[src/rtl/riscv_pkg.sv]
`default_nettype none
// +----------------------------------------------------------------------------+
// | Package     : riscv_pkg                                                    |
// | Description : Shared RV32 definitions for the fetch stage and the decoder: |
// |               data width, canonical NOP, default reset PC, base opcodes,  |
// |               fetch request FSM state type and a word-align helper.       |
// | Revision    : 1.0 - initial release                                        |
// +----------------------------------------------------------------------------+
package riscv_pkg;

    localparam int              XLEN             = 32;
    localparam logic [XLEN-1:0] NOP_INSTR        = 32'h0000_0013;  // addi x0,x0,0
    localparam logic [XLEN-1:0] RESET_PC_DEFAULT = 32'h0000_0000;

    // Major opcodes (instr[6:0]) shared with the decoder.
    localparam logic [6:0] R_TYPE = 7'b0110011;
    localparam logic [6:0] I_TYPE = 7'b0010011;
    localparam logic [6:0] LOAD   = 7'b0000011;
    localparam logic [6:0] STORE  = 7'b0100011;
    localparam logic [6:0] BRANCH = 7'b1100011;
    localparam logic [6:0] JAL    = 7'b1101111;
    localparam logic [6:0] JALR   = 7'b1100111;
    localparam logic [6:0] AUIPC  = 7'b0010111;
    localparam logic [6:0] LUI    = 7'b0110111;

    // Request FSM: IDLE (no request), BUSY (request whose data will be kept),
    // DROP (request still outstanding whose data must be thrown away).
    typedef enum logic [1:0] {
        IDLE = 2'd0,
        BUSY = 2'd1,
        DROP = 2'd2
    } fetch_state_e;

    // Clear the byte-offset bits of an address.
    function automatic logic [XLEN-1:0] word_align(input logic [XLEN-1:0] a);
        return a & ~(XLEN'(3));
    endfunction

endpackage
`default_nettype wire

[src/rtl/fetch_unit_if.sv]
`default_nettype none
// +----------------------------------------------------------------------------+
// | Interface   : fetch_unit_if                                                |
// | Description : Instruction-memory req/ack bus plus the decode-side         |
// |               valid/ready/redirect bus of the fetch stage.                 |
// |   master (fetch unit) : drives imem_req, imem_addr, instr_valid, instr,   |
// |                         instr_pc; receives imem_ack, imem_rdata,          |
// |                         instr_ready, redirect, redirect_target            |
// |   slave (environment) : the mirror image                                   |
// | Revision    : 1.0 - initial release                                        |
// +----------------------------------------------------------------------------+
interface fetch_unit_if;
    import riscv_pkg::*;

    logic            imem_req;
    logic [XLEN-1:0] imem_addr;
    logic            imem_ack;
    logic [XLEN-1:0] imem_rdata;
    logic            instr_valid;
    logic [XLEN-1:0] instr;
    logic [XLEN-1:0] instr_pc;
    logic            instr_ready;
    logic            redirect;
    logic [XLEN-1:0] redirect_target;

    modport master (
        output imem_req, imem_addr, instr_valid, instr, instr_pc,
        input  imem_ack, imem_rdata, instr_ready, redirect, redirect_target
    );

    modport slave (
        input  imem_req, imem_addr, instr_valid, instr, instr_pc,
        output imem_ack, imem_rdata, instr_ready, redirect, redirect_target
    );

endinterface
`default_nettype wire

[src/rtl/fetch_unit_queue.sv]
`default_nettype none
// +----------------------------------------------------------------------------+
// | Module      : fetch_queue                                                  |
// | Description : 2-entry FIFO of {instr, pc} with registered head outputs.   |
// |   clk, rst_n        : clock, asynchronous active-low reset                 |
// |   push_i, push_*_i  : write an entry (at the first free slot after pop)   |
// |   pop_i             : drop the head (caller guarantees head is valid)     |
// |   flush_i           : empty the queue; takes priority over push           |
// |   count_o           : current occupancy 0..2                               |
// |   head_*_o          : registered head valid / instruction / pc            |
// | Revision    : 1.0 - initial release                                        |
// +----------------------------------------------------------------------------+
module fetch_queue
    import riscv_pkg::*;
(
    input  wire logic            clk,
    input  wire logic            rst_n,
    input  wire logic            push_i,
    input  wire logic [XLEN-1:0] push_instr_i,
    input  wire logic [XLEN-1:0] push_pc_i,
    input  wire logic            pop_i,
    input  wire logic            flush_i,
    output logic [1:0]           count_o,
    output logic                 head_valid_o,
    output logic [XLEN-1:0]      head_instr_o,
    output logic [XLEN-1:0]      head_pc_o
);

    logic [1:0]      count_q, count_d;
    logic            valid_q, valid_d;
    logic [XLEN-1:0] head_instr_q, head_instr_d;
    logic [XLEN-1:0] head_pc_q, head_pc_d;
    logic [XLEN-1:0] tail_instr_q, tail_instr_d;
    logic [XLEN-1:0] tail_pc_q, tail_pc_d;
    logic [1:0]      w_cnt_pop;

    always_comb begin
        w_cnt_pop    = count_q - {1'b0, pop_i};
        count_d      = count_q;
        head_instr_d = head_instr_q;
        head_pc_d    = head_pc_q;
        tail_instr_d = tail_instr_q;
        tail_pc_d    = tail_pc_q;
        if (flush_i) begin
            count_d = 2'd0;
        end else begin
            // Shift first so the push lands behind whatever survives the pop.
            if (pop_i) begin
                head_instr_d = tail_instr_q;
                head_pc_d    = tail_pc_q;
            end
            if (push_i) begin
                if (w_cnt_pop == 2'd0) begin
                    head_instr_d = push_instr_i;
                    head_pc_d    = push_pc_i;
                end else begin
                    tail_instr_d = push_instr_i;
                    tail_pc_d    = push_pc_i;
                end
            end
            count_d = w_cnt_pop + {1'b0, push_i};
        end
        valid_d = (count_d != 2'd0);
    end

    always_ff @(posedge clk or negedge rst_n) begin
        if (!rst_n) begin
            count_q      <= 2'd0;
            valid_q      <= 1'b0;
            head_instr_q <= NOP_INSTR;
            head_pc_q    <= '0;
            tail_instr_q <= NOP_INSTR;
            tail_pc_q    <= '0;
        end else begin
            count_q      <= count_d;
            valid_q      <= valid_d;
            head_instr_q <= head_instr_d;
            head_pc_q    <= head_pc_d;
            tail_instr_q <= tail_instr_d;
            tail_pc_q    <= tail_pc_d;
        end
    end

    assign count_o      = count_q;
    assign head_valid_o = valid_q;
    assign head_instr_o = head_instr_q;
    assign head_pc_o    = head_pc_q;

endmodule
`default_nettype wire

[src/rtl/fetch_unit.sv]
`default_nettype none
// +----------------------------------------------------------------------------+
// | Module      : fetch_unit                                                   |
// | Description : Instruction fetch stage. Keeps the PC, issues one word      |
// |               request at a time to instruction memory, queues returned    |
// |               words (2 deep) for decode and handles redirects.            |
// |   RESET_PC : fetch address after reset                                     |
// |   QDEPTH   : instruction queue depth (only 2 supported)                    |
// |   clk      : clock                                                         |
// |   rst_n    : asynchronous active-low reset                                 |
// |   bus      : fetch_unit_if.master - imem req/ack and decode valid/ready   |
// | Revision    : 1.0 - initial release                                        |
// +----------------------------------------------------------------------------+
module fetch_unit
    import riscv_pkg::*;
#(
    parameter logic [XLEN-1:0] RESET_PC = RESET_PC_DEFAULT,
    parameter int              QDEPTH   = 2
) (
    input  wire logic    clk,
    input  wire logic    rst_n,
    fetch_unit_if.master bus
);

    localparam logic [1:0] c_depth = 2'(QDEPTH);

    fetch_state_e    state_q, state_d;
    logic [XLEN-1:0] pc_q, pc_d;
    logic            req_q, req_d;
    logic [XLEN-1:0] addr_q, addr_d;

    logic            w_pop;
    logic            w_redir;
    logic [XLEN-1:0] w_tgt;
    logic [1:0]      w_count;
    logic [1:0]      w_cnt_pop;
    logic            w_push;
    logic            w_head_valid;
    logic [XLEN-1:0] w_head_instr;
    logic [XLEN-1:0] w_head_pc;

    assign w_pop     = w_head_valid & bus.instr_ready;
    assign w_redir   = w_pop & bus.redirect;
    assign w_tgt     = word_align(bus.redirect_target);
    assign w_cnt_pop = w_count - {1'b0, w_pop};

    always_comb begin
        state_d = state_q;
        pc_d    = pc_q;
        req_d   = req_q;
        addr_d  = addr_q;
        w_push  = 1'b0;
        case (state_q)
            IDLE: begin
                if (w_redir) begin
                    // Queue is flushed, so the target can be requested at once.
                    pc_d    = w_tgt;
                    req_d   = 1'b1;
                    addr_d  = w_tgt;
                    state_d = BUSY;
                end else if (w_cnt_pop < c_depth) begin
                    req_d   = 1'b1;
                    addr_d  = pc_q;
                    state_d = BUSY;
                end
            end
            BUSY: begin
                if (w_redir) begin
                    pc_d = w_tgt;
                    if (bus.imem_ack) begin
                        req_d   = 1'b0;
                        state_d = IDLE;
                    end else begin
                        // Request must complete at the old address; its data is junk.
                        state_d = DROP;
                    end
                end else if (bus.imem_ack) begin
                    w_push = 1'b1;
                    pc_d   = addr_q + XLEN'(4);
                    // One outstanding request may only be issued into a free slot.
                    if (w_cnt_pop + 2'd1 < c_depth) begin
                        addr_d = addr_q + XLEN'(4);
                    end else begin
                        req_d   = 1'b0;
                        state_d = IDLE;
                    end
                end
            end
            DROP: begin
                if (bus.imem_ack) begin
                    req_d   = 1'b0;
                    state_d = IDLE;
                end
            end
            default: begin
                req_d   = 1'b0;
                state_d = IDLE;
            end
        endcase
    end

    always_ff @(posedge clk or negedge rst_n) begin
        if (!rst_n) begin
            state_q <= IDLE;
            pc_q    <= RESET_PC;
            req_q   <= 1'b0;
            addr_q  <= RESET_PC;
        end else begin
            state_q <= state_d;
            pc_q    <= pc_d;
            req_q   <= req_d;
            addr_q  <= addr_d;
        end
    end

    fetch_queue u_queue (
        .clk          (clk),
        .rst_n        (rst_n),
        .push_i       (w_push),
        .push_instr_i (bus.imem_rdata),
        .push_pc_i    (addr_q),
        .pop_i        (w_pop),
        .flush_i      (w_redir),
        .count_o      (w_count),
        .head_valid_o (w_head_valid),
        .head_instr_o (w_head_instr),
        .head_pc_o    (w_head_pc)
    );

    assign bus.imem_req    = req_q;
    assign bus.imem_addr   = addr_q;
    assign bus.instr_valid = w_head_valid;
    assign bus.instr       = w_head_instr;
    assign bus.instr_pc    = w_head_pc;

endmodule
`default_nettype wire
[src/flat_wrapper.sv]
// flat-port wrapper written by rule: the top's interface ports become plain ports
module fetch_unit_flat import riscv_pkg::*;
#(
    parameter logic [XLEN-1:0] RESET_PC = RESET_PC_DEFAULT,
    parameter int              QDEPTH   = 2
)
  (clk, rst_n, bus_imem_req, bus_imem_addr, bus_instr_valid, bus_instr, bus_instr_pc, bus_imem_ack, bus_imem_rdata, bus_instr_ready, bus_redirect, bus_redirect_target);
  fetch_unit_if bus_i ();
  input  wire logic clk;
  input  wire logic rst_n;
  output wire logic [$bits(bus_i.imem_req)-1:0] bus_imem_req;
  output wire logic [$bits(bus_i.imem_addr)-1:0] bus_imem_addr;
  output wire logic [$bits(bus_i.instr_valid)-1:0] bus_instr_valid;
  output wire logic [$bits(bus_i.instr)-1:0] bus_instr;
  output wire logic [$bits(bus_i.instr_pc)-1:0] bus_instr_pc;
  input wire logic [$bits(bus_i.imem_ack)-1:0] bus_imem_ack;
  input wire logic [$bits(bus_i.imem_rdata)-1:0] bus_imem_rdata;
  input wire logic [$bits(bus_i.instr_ready)-1:0] bus_instr_ready;
  input wire logic [$bits(bus_i.redirect)-1:0] bus_redirect;
  input wire logic [$bits(bus_i.redirect_target)-1:0] bus_redirect_target;
  assign bus_imem_req = bus_i.imem_req;
  assign bus_imem_addr = bus_i.imem_addr;
  assign bus_instr_valid = bus_i.instr_valid;
  assign bus_instr = bus_i.instr;
  assign bus_instr_pc = bus_i.instr_pc;
  assign bus_i.imem_ack = bus_imem_ack;
  assign bus_i.imem_rdata = bus_imem_rdata;
  assign bus_i.instr_ready = bus_instr_ready;
  assign bus_i.redirect = bus_redirect;
  assign bus_i.redirect_target = bus_redirect_target;
  fetch_unit #(.RESET_PC(RESET_PC), .QDEPTH(QDEPTH)) u_core (.clk(clk), .rst_n(rst_n), .bus(bus_i));
endmodule
[config.mk]
export PLATFORM = sky130hd
export DESIGN_NAME = fetch_unit_flat
export DESIGN_NICKNAME = d
export VERILOG_FILES = /design/src/rtl/riscv_pkg.sv /design/src/rtl/fetch_unit_if.sv /design/src/rtl/fetch_unit_queue.sv /design/src/rtl/fetch_unit.sv /design/src/flat_wrapper.sv
export SDC_FILE = /design/constraint.sdc
export NUM_CORES = 1
export LEC_CHECK = 0
export ABC_AREA = 1
export CORE_UTILIZATION = 54
export CTS_CLUSTER_SIZE = 12
export DETAILED_ROUTE_END_ITERATION = 10
export GPL_ROUTABILITY_DRIVEN = 1
export PLACE_DENSITY = 0.81
export SYNTH_ARGS = -nofsm -noshare
export SYNTH_HDL_FRONTEND = slang
export SYNTH_SLANG_ARGS = --single-unit
[constraint.sdc]
create_clock -name clk -period 3.5 [get_ports clk]
set_input_delay 0.7 -clock clk [delete_from_list [all_inputs] [get_ports clk]]
set_output_delay 0.7 -clock clk [all_outputs]
set_load 0.03 [all_outputs]
* Word level (Yosys, flattened, before mapping)
Cells that the tools add are included.
** Word-level totals
- Bits in registers :: 198
- Bits in latches :: 0
- Bits in writable memories :: 0
- Bits in read-only memories :: 0
- Input bits :: 69
- Word-level logic and storage cells :: 74
- Memories kept :: 0
** Cells by class
- Add/subtract/negate cells :: 4
- Multiply operators :: 0
- Divide/modulo/power cells :: 0
- $lt $le $gt $ge :: 2
- Equal/unequal tests :: 10
- Shift-type cells :: 0
- Mux-type cells :: 35
- Bitwise operators :: 4
- Reductions and logical operators :: 9
** Operator list (number)
- 32-bit 2-to-1 mux :: 14
- 32-bit one-hot mux with 2 select lines :: 2
- 32-bit by 3-bit adder with 32-bit output, second input constant :: 1
- 2-bit 2-to-1 mux :: 8
- 1-bit 2-to-1 mux :: 9
- 3-bit AND reduction :: 3
- 2-bit != test, second input constant :: 4
- 3-bit != test, second input constant :: 2
- 2-bit one-hot mux with 3 select lines :: 1
- 5-bit AND reduction :: 1
- 2-bit logical NOT :: 2
- 2-bit less-than comparator, second input constant :: 2
- 4-bit AND reduction :: 1
- 2-bit nonzero test :: 2
- 3-bit by 2-bit != test with 1-bit output, second input constant :: 1
- 1-bit one-hot mux with 3 select lines :: 1
- 2-bit by 1-bit adder with 2-bit output :: 1
- 2-bit by 1-bit adder with 2-bit output, second input constant :: 1
- 1-bit AND :: 2
- 2-bit by 1-bit equality test with 1-bit output, second input constant :: 1
- 2-bit equality test, second input constant :: 1
- 2-bit by 1-bit != test with 1-bit output, second input constant :: 1
- 1-bit inverter :: 2
- 2-bit by 1-bit subtractor with 2-bit output :: 1

* Depth between registers and ports, before layout
Gate-level depths: netlist of the first run.
- Word-level depth :: 8
- Mapped depth :: 16

* By module
From an unflattened synthesis of the first run, not the netlist that was laid out.
** Second synthesis, totals
- Cells, all modules :: 1568
- Area total of the unflattened synthesis :: 11467.2 µm²
** By module, submodules not included
- fetch_queue :: times used 1, cells an instance 860, area an instance 6920.4 µm², seq. area each 3285.7 µm²
- fetch_unit :: times used 1, cells an instance 708, area an instance 4546.9 µm², seq. area each 1676.6 µm²

* Least setup slack after synthesis of the first run
Ideal clock, no wire load.
- Path type :: in2reg
- Start :: input port bus_instr_ready
- End :: register u_core.addr_q[20] (netlist: u_core.bus.imem_addr[20])
- Setup time :: 0.066 ns
- Arrival time :: 2.855 ns
- Slack :: 0.579 ns
- Stages :: 16
- Path buffers :: 3
- Cell sequence :: nand2_2 > inv_2 > clkbuf_1 > ha_1 > xor2_1 > inv_1 > ha_1 > inv_1 > nand2_1 > o21ai_0 > nand3_1 > buf_2 > buf_2 > a21oi_1 > o21ai_0 > nand2_1
** Between the ends
- Word-level cells in the longest chain between the ends :: 6
- Elaborated cells on any way between the ends :: 12
- Classes of those cells :: add/sub: 2; order compare: 2; eq/ne: 3; mux: 2; bitwise: 2; reduce/logical: 1
** Ends and longest elaborated chain
- start, declared :: RTL line flat_wrapper.sv:18 : input wire logic [$bits(bus_i.instr_ready)-1:0] bus_instr_ready;
- 1-bit AND (*) :: RTL line fetch_unit.sv:42 : assign w_pop = w_head_valid & bus.instr_ready;
- 2-bit by 1-bit subtractor with 2-bit output :: RTL line fetch_unit.sv:45 : assign w_cnt_pop = w_count - {1'b0, w_pop};
- 2-bit by 1-bit adder with 2-bit output :: RTL line fetch_unit.sv:81 : if (w_cnt_pop + 2'd1 < c_depth) begin
- 2-bit less-than comparator :: RTL line fetch_unit.sv:81
- 2-bit by 1-bit != test with 1-bit output (no line)
- 5-bit AND reduction (no line)
- end signal, assigned :: RTL line fetch_unit.sv:112 : addr_q <= addr_d;
- end, declared :: RTL line fetch_unit.sv:30 : logic [XLEN-1:0] addr_q, addr_d;
Mark *: on every way between the ends. The rest lies on a longest branch, timed or not.
A chain may end at the register's enable or synchronous reset.

* Final worst setup path of the first run
- Start :: input port bus_instr_ready
- End :: register u_core.addr_q[29] (netlist: u_core.bus.imem_addr[29])
Same word-level chain as after synthesis.

==> results.md, run 1 <==
* Outcome: complete, no violations
* Synthesized cell area at 0.01049 mm^2
* Switch share at 48.19%
* Min Tclk post-route at roughly 2800 ps
* Std cell rows at 50
* Die ar. at 0.01999 mm^2
* Total grt overflow at 0
* Psw at about 6600 uW
* Post-route setup TNS at 0 ps
* Initial Util at between 50% and 60%
* # Post-CTS Setup Buffers at 0
* PD cells at ~1100 mW/mm^2
* Largest net degree at the start of global routing at 90
* Wirelength per Cell at 17.22 um
* Worst hold-check path type: primary input to async pin
* Pint at a little over 7000 uW
* CTS hold repair buffers at 0
* Most common cell after layout, fill and taps aside: nand2_1
* WS Path Type: primary input to flip-flop
* Area grow syn2layout at 22.23%
* Final non-filler cell total at approximately 1,800
* Tcrit/Tclk final at approximately four fifths
* CTS tree: done
* RSZ-0062 raised after global routing: no
* Fmax at 354.1 MHz
* Netlist cell types at 34
* CORE AREA at 0.01889 mm^2
* Crit-path most repeated cell: inv_1
* Post-DP HPWL at 20.18 mm
* Flops & latches, synth at between 150 and 200
* Tot GR Track Use at a little under a third
* # H-tree levels at 4
* Synth area leader: dfrtp_1
* Clock network fraction of design power at between 10% and 20%
* Antenna viol nets, final at 0
* Clock transition at the registers of the reported paths at 70 ps
* CTS Buf Count at 17
* CTS sink count at a little under 200
* Worst Tran Pin Value at roughly 800 ps
* TritonRoute pass-1 iters at 6
* CP Buf/Inv Count at 5
* Share of the synthesized area in the top cell type at a little under half
* Die X at between 100 and 150 um
* IO Pins at about 170
* Worst Path Arrival at ~3200 ps
* WL final at ~30 mm
* Fin Clk Skew at 12.18 ps
* Post-synthesis cell count at roughly 1,400
* Critical path's slowest cell: clkdlybuf4s50_1
* Final core occ at 67.87%
* Peak supply drop at around 0.00065 V
* Max stage delay on crit path at between 400 and 500 ps
* Crit path required time at slightly below 4000 ps
* Worst skew pair latency at between 400 and 500 ps
* Vias in the first global route at roughly 9,400
* Max FO, Critical Path at 37
* Post-DR vias/cell at 5.700
* Critical path capture point type: flip-flop
* Rel. slew slack at a little under half
* DRT iter0 DRCs at just under 1,000
* GP Congestion at between 0.9 and 1
* WHS at just over 300 ps
* Final Max Slew Viols at 0
* Worst-path cell chain: clkdlybuf4s50_1 -> nand2_2 -> inv_2 -> ha_1 -> xor2_1 -> inv_1 -> ha_2 -> inv_1 -> nand2_1 -> o21ai_0 -> nand3_1 -> buf_4 -> nor2_1 -> a21boi_0
* Synth Net Count at about 1,500
* Final setup vio count at 0
* Dpl cells at roughly 1,700
* Clk Tree Root Cell: clkbuf_16
* Mapped Avg Cell Area at 7.591 um^2
* Initial antenna violation count at 0
* Maximum clock path buffer count at 2
* CP top delay family: buffers and inverters
* Leakage dissipation at about 0.0057 uW
* Final hold violations at 0
* Max-capacitance violation count at 0
* Seq/Total Area, Yosys at between 40% and 50%
* Fin nets at 1,573
* Number of diodes at 0
* Combinational power share at 54.5%
* I/O Buffers at between 150 and 200
* Most frequent cells in the layout: nand2_1, a21oi_1, dfrtp_1
* Yosys warnings at 0
* Layout cells sized above 1 at a little under 9%
* Main area contributors after synthesis: dfrtp_1, a21oi_1, nand2_1
* Die Y at 141.4 um
* Post-route DRC at 0
* Post-CTS Resized at 0
* Sequential power share at 31.0%
* Crit start category: primary input
* Global-route wire length before repair at around 49 mm
* Vias at approximately 10,000
-- cells in the mapped netlist --
cell	number
nand2_1	290
a21oi_1	249
dfrtp_1	192
nor2_1	135
nand3_1	110
inv_1	101
o21ai_0	73
clkbuf_1	36
o21ai_1	35
buf_2	34
or2_2	30
a21oi_2	15
buf_6	10
xor2_1	9
buf_1	8
dfstp_2	6
nor2_2	6
a22oi_1	5
buf_4	5
o211ai_1	5
ha_1	4
inv_2	4
nand2_2	3
nand4_1	3
a21boi_0	2
a31oi_1	2
nand2_4	2
o22ai_1	2
a21boi_1	1
a21oi_4	1
clkinv_2	1
nand3b_1	1
nor2_4	1
or2_4	1
-- per-layer routing --
layer	GRT usage [%]	share of wire, %	vias up
li1	-	-	4775
met1	45.71	43	4747
met2	45.67	44	520
met3	7.526	9.8	64
met4	11.60	2.7	0
met5	0	0	-
-- through the flow --
stage | instance area (um^2) | worst slack (ps) | total power [uW]
after CTS | 12820 | 692.0 | 13670
after detailed placement | 12240 | 242.8 | 11660
after global routing | 12820 | 513.6 | 14660
after global placement | 12240 | 330.7 | 11470
final | 12820 | 675.9 | 13740
after floorplan | 10490 | 579.1 | 9131
-- cell type report --
cell class / count / area [um^2]
Timing Repair Buffer: 192 / 1893
Tap cell: 260 / 325.3
Fill cell: 1598 / 6070
Clock buffer: 19 / 452.9
Multi-Input combinational cell: 985 / 4657
Clock inverter: 13 / 133.9
Inverter: 106 / 399.1
Sequential cell: 198 / 4962
-- worst register-to-register path, stage by stage (launching register included) --
cell and delay (ps):
dfrtp_1 390, nand2_2 90, inv_2 50, ha_1 180, xor2_1 300, inv_1 90
ha_2 340, inv_1 40, nand2_1 40, o21ai_0 80, nand3_1 110, buf_4 370
nor2_1 130, a21boi_0 230
-- sequential cells by signal, summed over array words and instances, names as in the netlist --
name / flops
u_core.bus.imem_addr: 32
u_core.bus.imem_req: 1
u_core.pc_q: 32
u_core.u_queue.head_instr_o: 32
u_core.u_queue.count_o: 2
u_core.u_queue.head_valid_o: 1
u_core.u_queue.tail_instr_q: 32
u_core.u_queue.tail_pc_q: 32
u_core.u_queue.head_pc_o: 32
u_core.state_q: 2
-- path summary, 6_finish.rpt --
check	startpoint	end	slack [ps]	cells past startpoint
min reg2reg	u_core.pc_q[15]	u_core.pc_q[15]	480	2
max	bus_instr_ready	u_core.bus.imem_addr[29]	680	14
max reg2reg	u_core.u_queue.head_valid_o	u_core.bus.imem_addr[29]	970	13
min	rst_n	u_core.pc_q[24]	310	1
max in group asynchronous	rst_n	u_core.u_queue.head_instr_o[1]	2350	2
min in group clk	u_core.pc_q[15]	u_core.pc_q[15]	480	2
-- cell families (layout without fill, tap and decap cells) --
family / after synthesis / in the layout / synth area share, %
simple gates: 582 / 582 / 23.43
compound gates: 390 / 390 / 19.61
buf+inv: 199 / 330 / 8.432
flops: 198 / 198 / 47.30
xor+xnor: 9 / 9 / 0.7514
fa+ha+maj: 4 / 4 / 0.4771
-- power by group through the flow --
| stage | clock network, uW | registers [uW] | logic, uW |
|---|---|---|---|
| 6_report | 1990 | 4260 | 7490 |
| 5_1_grt | 2100 | 4370 | 8190 |
| 4_1_cts | 2000 | 4230 | 7440 |
| 3_5_place_dp | 0 | 4270 | 7390 |
| 3_3_place_gp | 0 | 4240 | 7230 |
| 2_1_floorplan | 0 | 5090 | 4040 |
Power figures use the tool's default switching activity.
==> run 2: changes to the inputs <==
Clock period 3.5 ns to 2.7 ns, I/O delays scaled along.
==> results.md, run 2 (synthesized netlist as in run 1, its figures left out) <==
* CTS tree: done
* Tcrit/Tclk final at 89.72%
* # Post-CTS Setup Buffers at 0
* Rel. slew slack at about 47%
* CORE AREA at roughly 0.019 mm^2
* Die X at roughly 140 um
* Initial Util at between 50% and 60%
* DRT iter0 DRCs at between 1,000 and 1,500
* Post-DR vias/cell at between 5 and 6
* Worst Path Arrival at between 2000 and 3000 ps
* IO Pins at 167
* CTS sink count at between 150 and 200
* WHS at 139.9 ps
* CTS hold repair buffers at 0
* Psw at about 8700 uW
* Peak supply drop at roughly 0.00081 V
* Layout cells sized above 1 at 9.211%
* Switch share at around half
* # H-tree levels at 4
* Leakage dissipation at slightly below 0.006 uW
* Die ar. at 0.01999 mm^2
* Crit start category: primary input
* Pint at between 9000 and 10,000 uW
* Reg2Reg Capture Point: u_core.bus.imem_addr[27]
* Worst R2R Path Depth at 14
* RSZ-0062 raised after global routing: no
* Sequential power share at a little under a third
* Max-capacitance violation count at 0
* WS Path Type: primary input to flip-flop
* Worst hold-check path type: primary input to async pin
* Fill count at approximately 1,500
* Min Tclk post-route at roughly 2400 ps
* Clock transition at the registers of the reported paths at 70 ps
* Final setup vio count at 0
* Vias in the first global route at a little under 10,000
* Combinational power share at between 50% and 60%
* Number of diodes at 0
* Crit path required time at slightly above 3000 ps
* TritonRoute pass-1 iters at 6
* I/O Buffers at around 160
* Vias at just over 10,000
* Post-CTS Resized at 0
* Fin Clk Skew at 18.06 ps
* Final hold violations at 0
* Fin nets at 1,580
* Fmax at just over 400 MHz
* Max FO, Critical Path at 37
* GP Congestion at 0.9051
* Post-DP HPWL at about 21 mm
* Area grow syn2layout at 23.27%
* Worst r2r src: u_core.u_queue.head_valid_o
* Dpl cells at 1,748
* PD cells at about 1400 mW/mm^2
* Final non-filler cell total at 1,780
* Post-route DRC at 0
* Largest net degree at the start of global routing at 85
* Clk Tree Root Cell: clkbuf_16
* Worst Tran Pin Value at 792.0 ps
* Wirelength per Cell at 17.75 um
* Worst skew pair latency at between 400 and 500 ps
* Antenna viol nets, final at 0
* Std cell rows at 50
* Global-route wire length before repair at approximately 50 mm
* Final Max Slew Viols at 0
* CTS Buf Count at 17
* Outcome: complete, no violations
* Critical path capture point type: flip-flop
* WL final at 31.59 mm
* Most frequent cells in the layout: nand2_1, a21oi_1, dfrtp_1
* Clock network fraction of design power at a little over an eighth
* Initial antenna violation count at 0
* Maximum clock path buffer count at 2
* Die Y at 141.4 um
* Total grt overflow at 0
* Most common cell after layout, fill and taps aside: nand2_1
* Tot GR Track Use at 32.62%
* R2r setup slk at a little over 400 ps
==> run 2: cell count changes in the layout (fill, tap and decap cells not counted), sizes merged <==
cell	change
bufinv	-1
clkinv	+2
buf	+7
clkinvlp	-1
==> run 2: metrics by stage <==
step / setup WS, ps / cell area [um^2] / util (%) / TNS, ps / power (uW)
floorplan: 20.85 / 10490 / - / 0 / 11840
global placement: -70.69 / 12380 / 65.51 / -527.7 / 15100
detailed placement: -105.5 / 12380 / 65.51 / -2811 / 15380
CTS: 303.7 / 12930 / 68.45 / 0 / 17880
global route: 94.53 / 12930 / 68.45 / 0 / 19170
finish: 277.7 / 12930 / 68.45 / 0 / 18010
==> run 2: area by class of cell <==
class / count / area, um^2 / share of cell area (%)
clock buffer: 19 / 442.9 / 3.425
clock inverter: 13 / 112.6 / 0.8707
inverter: 106 / 399.1 / 3.086
multi-input combinational: 985 / 4657 / 36.01
sequential: 198 / 4962 / 38.37
tap: 260 / 325.3 / 2.515
timing repair buffer: 199 / 2033 / 15.72
==> run 2: metal layers <==
layer  vias to the layer above  part of all wire, %  GRT usage, %
li1                       4776                    -             -
met1                      4848                   43         47.45
met2                       558                   46         50.05
met3                        51                  9.3         5.197
met4                         0                  2.0         10.58
met5                         -                    0             0
==> run 2: worst max-delay path, stage by stage <==
cell and delay (ps):
clkdlybuf4s50_1 470, nand2_2 70, inv_2 60, ha_1 150
xor2_1 190, inv_1 70, ha_2 260, inv_1 50
nand2_1 40, o21ai_0 160, nand3_1 180, buf_12 220
a21oi_1 150, nand2_1 70, o21ai_0 80
==> run 2: how the worst max path moves through the flow <==
| stage | start | to | slack [ps] |
|---|---|---|---|
| 2_1_floorplan | u_core.u_queue.head_valid_o | u_core.bus.imem_addr[20] | 20 |
| 3_3_place_gp | bus_instr_ready | u_core.bus.imem_addr[13] | -70 |
| 3_5_place_dp | bus_instr_ready | u_core.bus.imem_addr[4] | -110 |
| 4_1_cts | bus_instr_ready | u_core.bus.imem_addr[27] | 300 |
| 5_1_grt | bus_instr_ready | u_core.bus.imem_addr[28] | 90 |
| 6_report | bus_instr_ready | u_core.bus.imem_addr[27] | 280 |
==> run 2: power by group through the flow <==
stage | clock (uW) | sequential, uW | combinational [uW]
2_1_floorplan | 0 | 6600 | 5240
3_3_place_gp | 0 | 5510 | 9590
3_5_place_dp | 0 | 5560 | 9820
4_1_cts | 2450 | 5520 | 9910
5_1_grt | 2580 | 5680 | 10900
6_report | 2440 | 5560 | 10000
==> run 3: changes to the inputs <==
--- a/constraint.sdc
+++ b/constraint.sdc
@@ -3,2 +3,2 @@
 set_output_delay 0.54 -clock clk [all_outputs]
-set_load 0.03 [all_outputs]
+set_load 0.02 [all_outputs]
==> results of run 3 <==
Same layout as run 2 (identical final DEF). Status: complete, no violations.
Main changes from that run: total power 18010 uW -> 17480 uW; worst IR drop on VDD 0.0008122 V -> 0.0008119 V
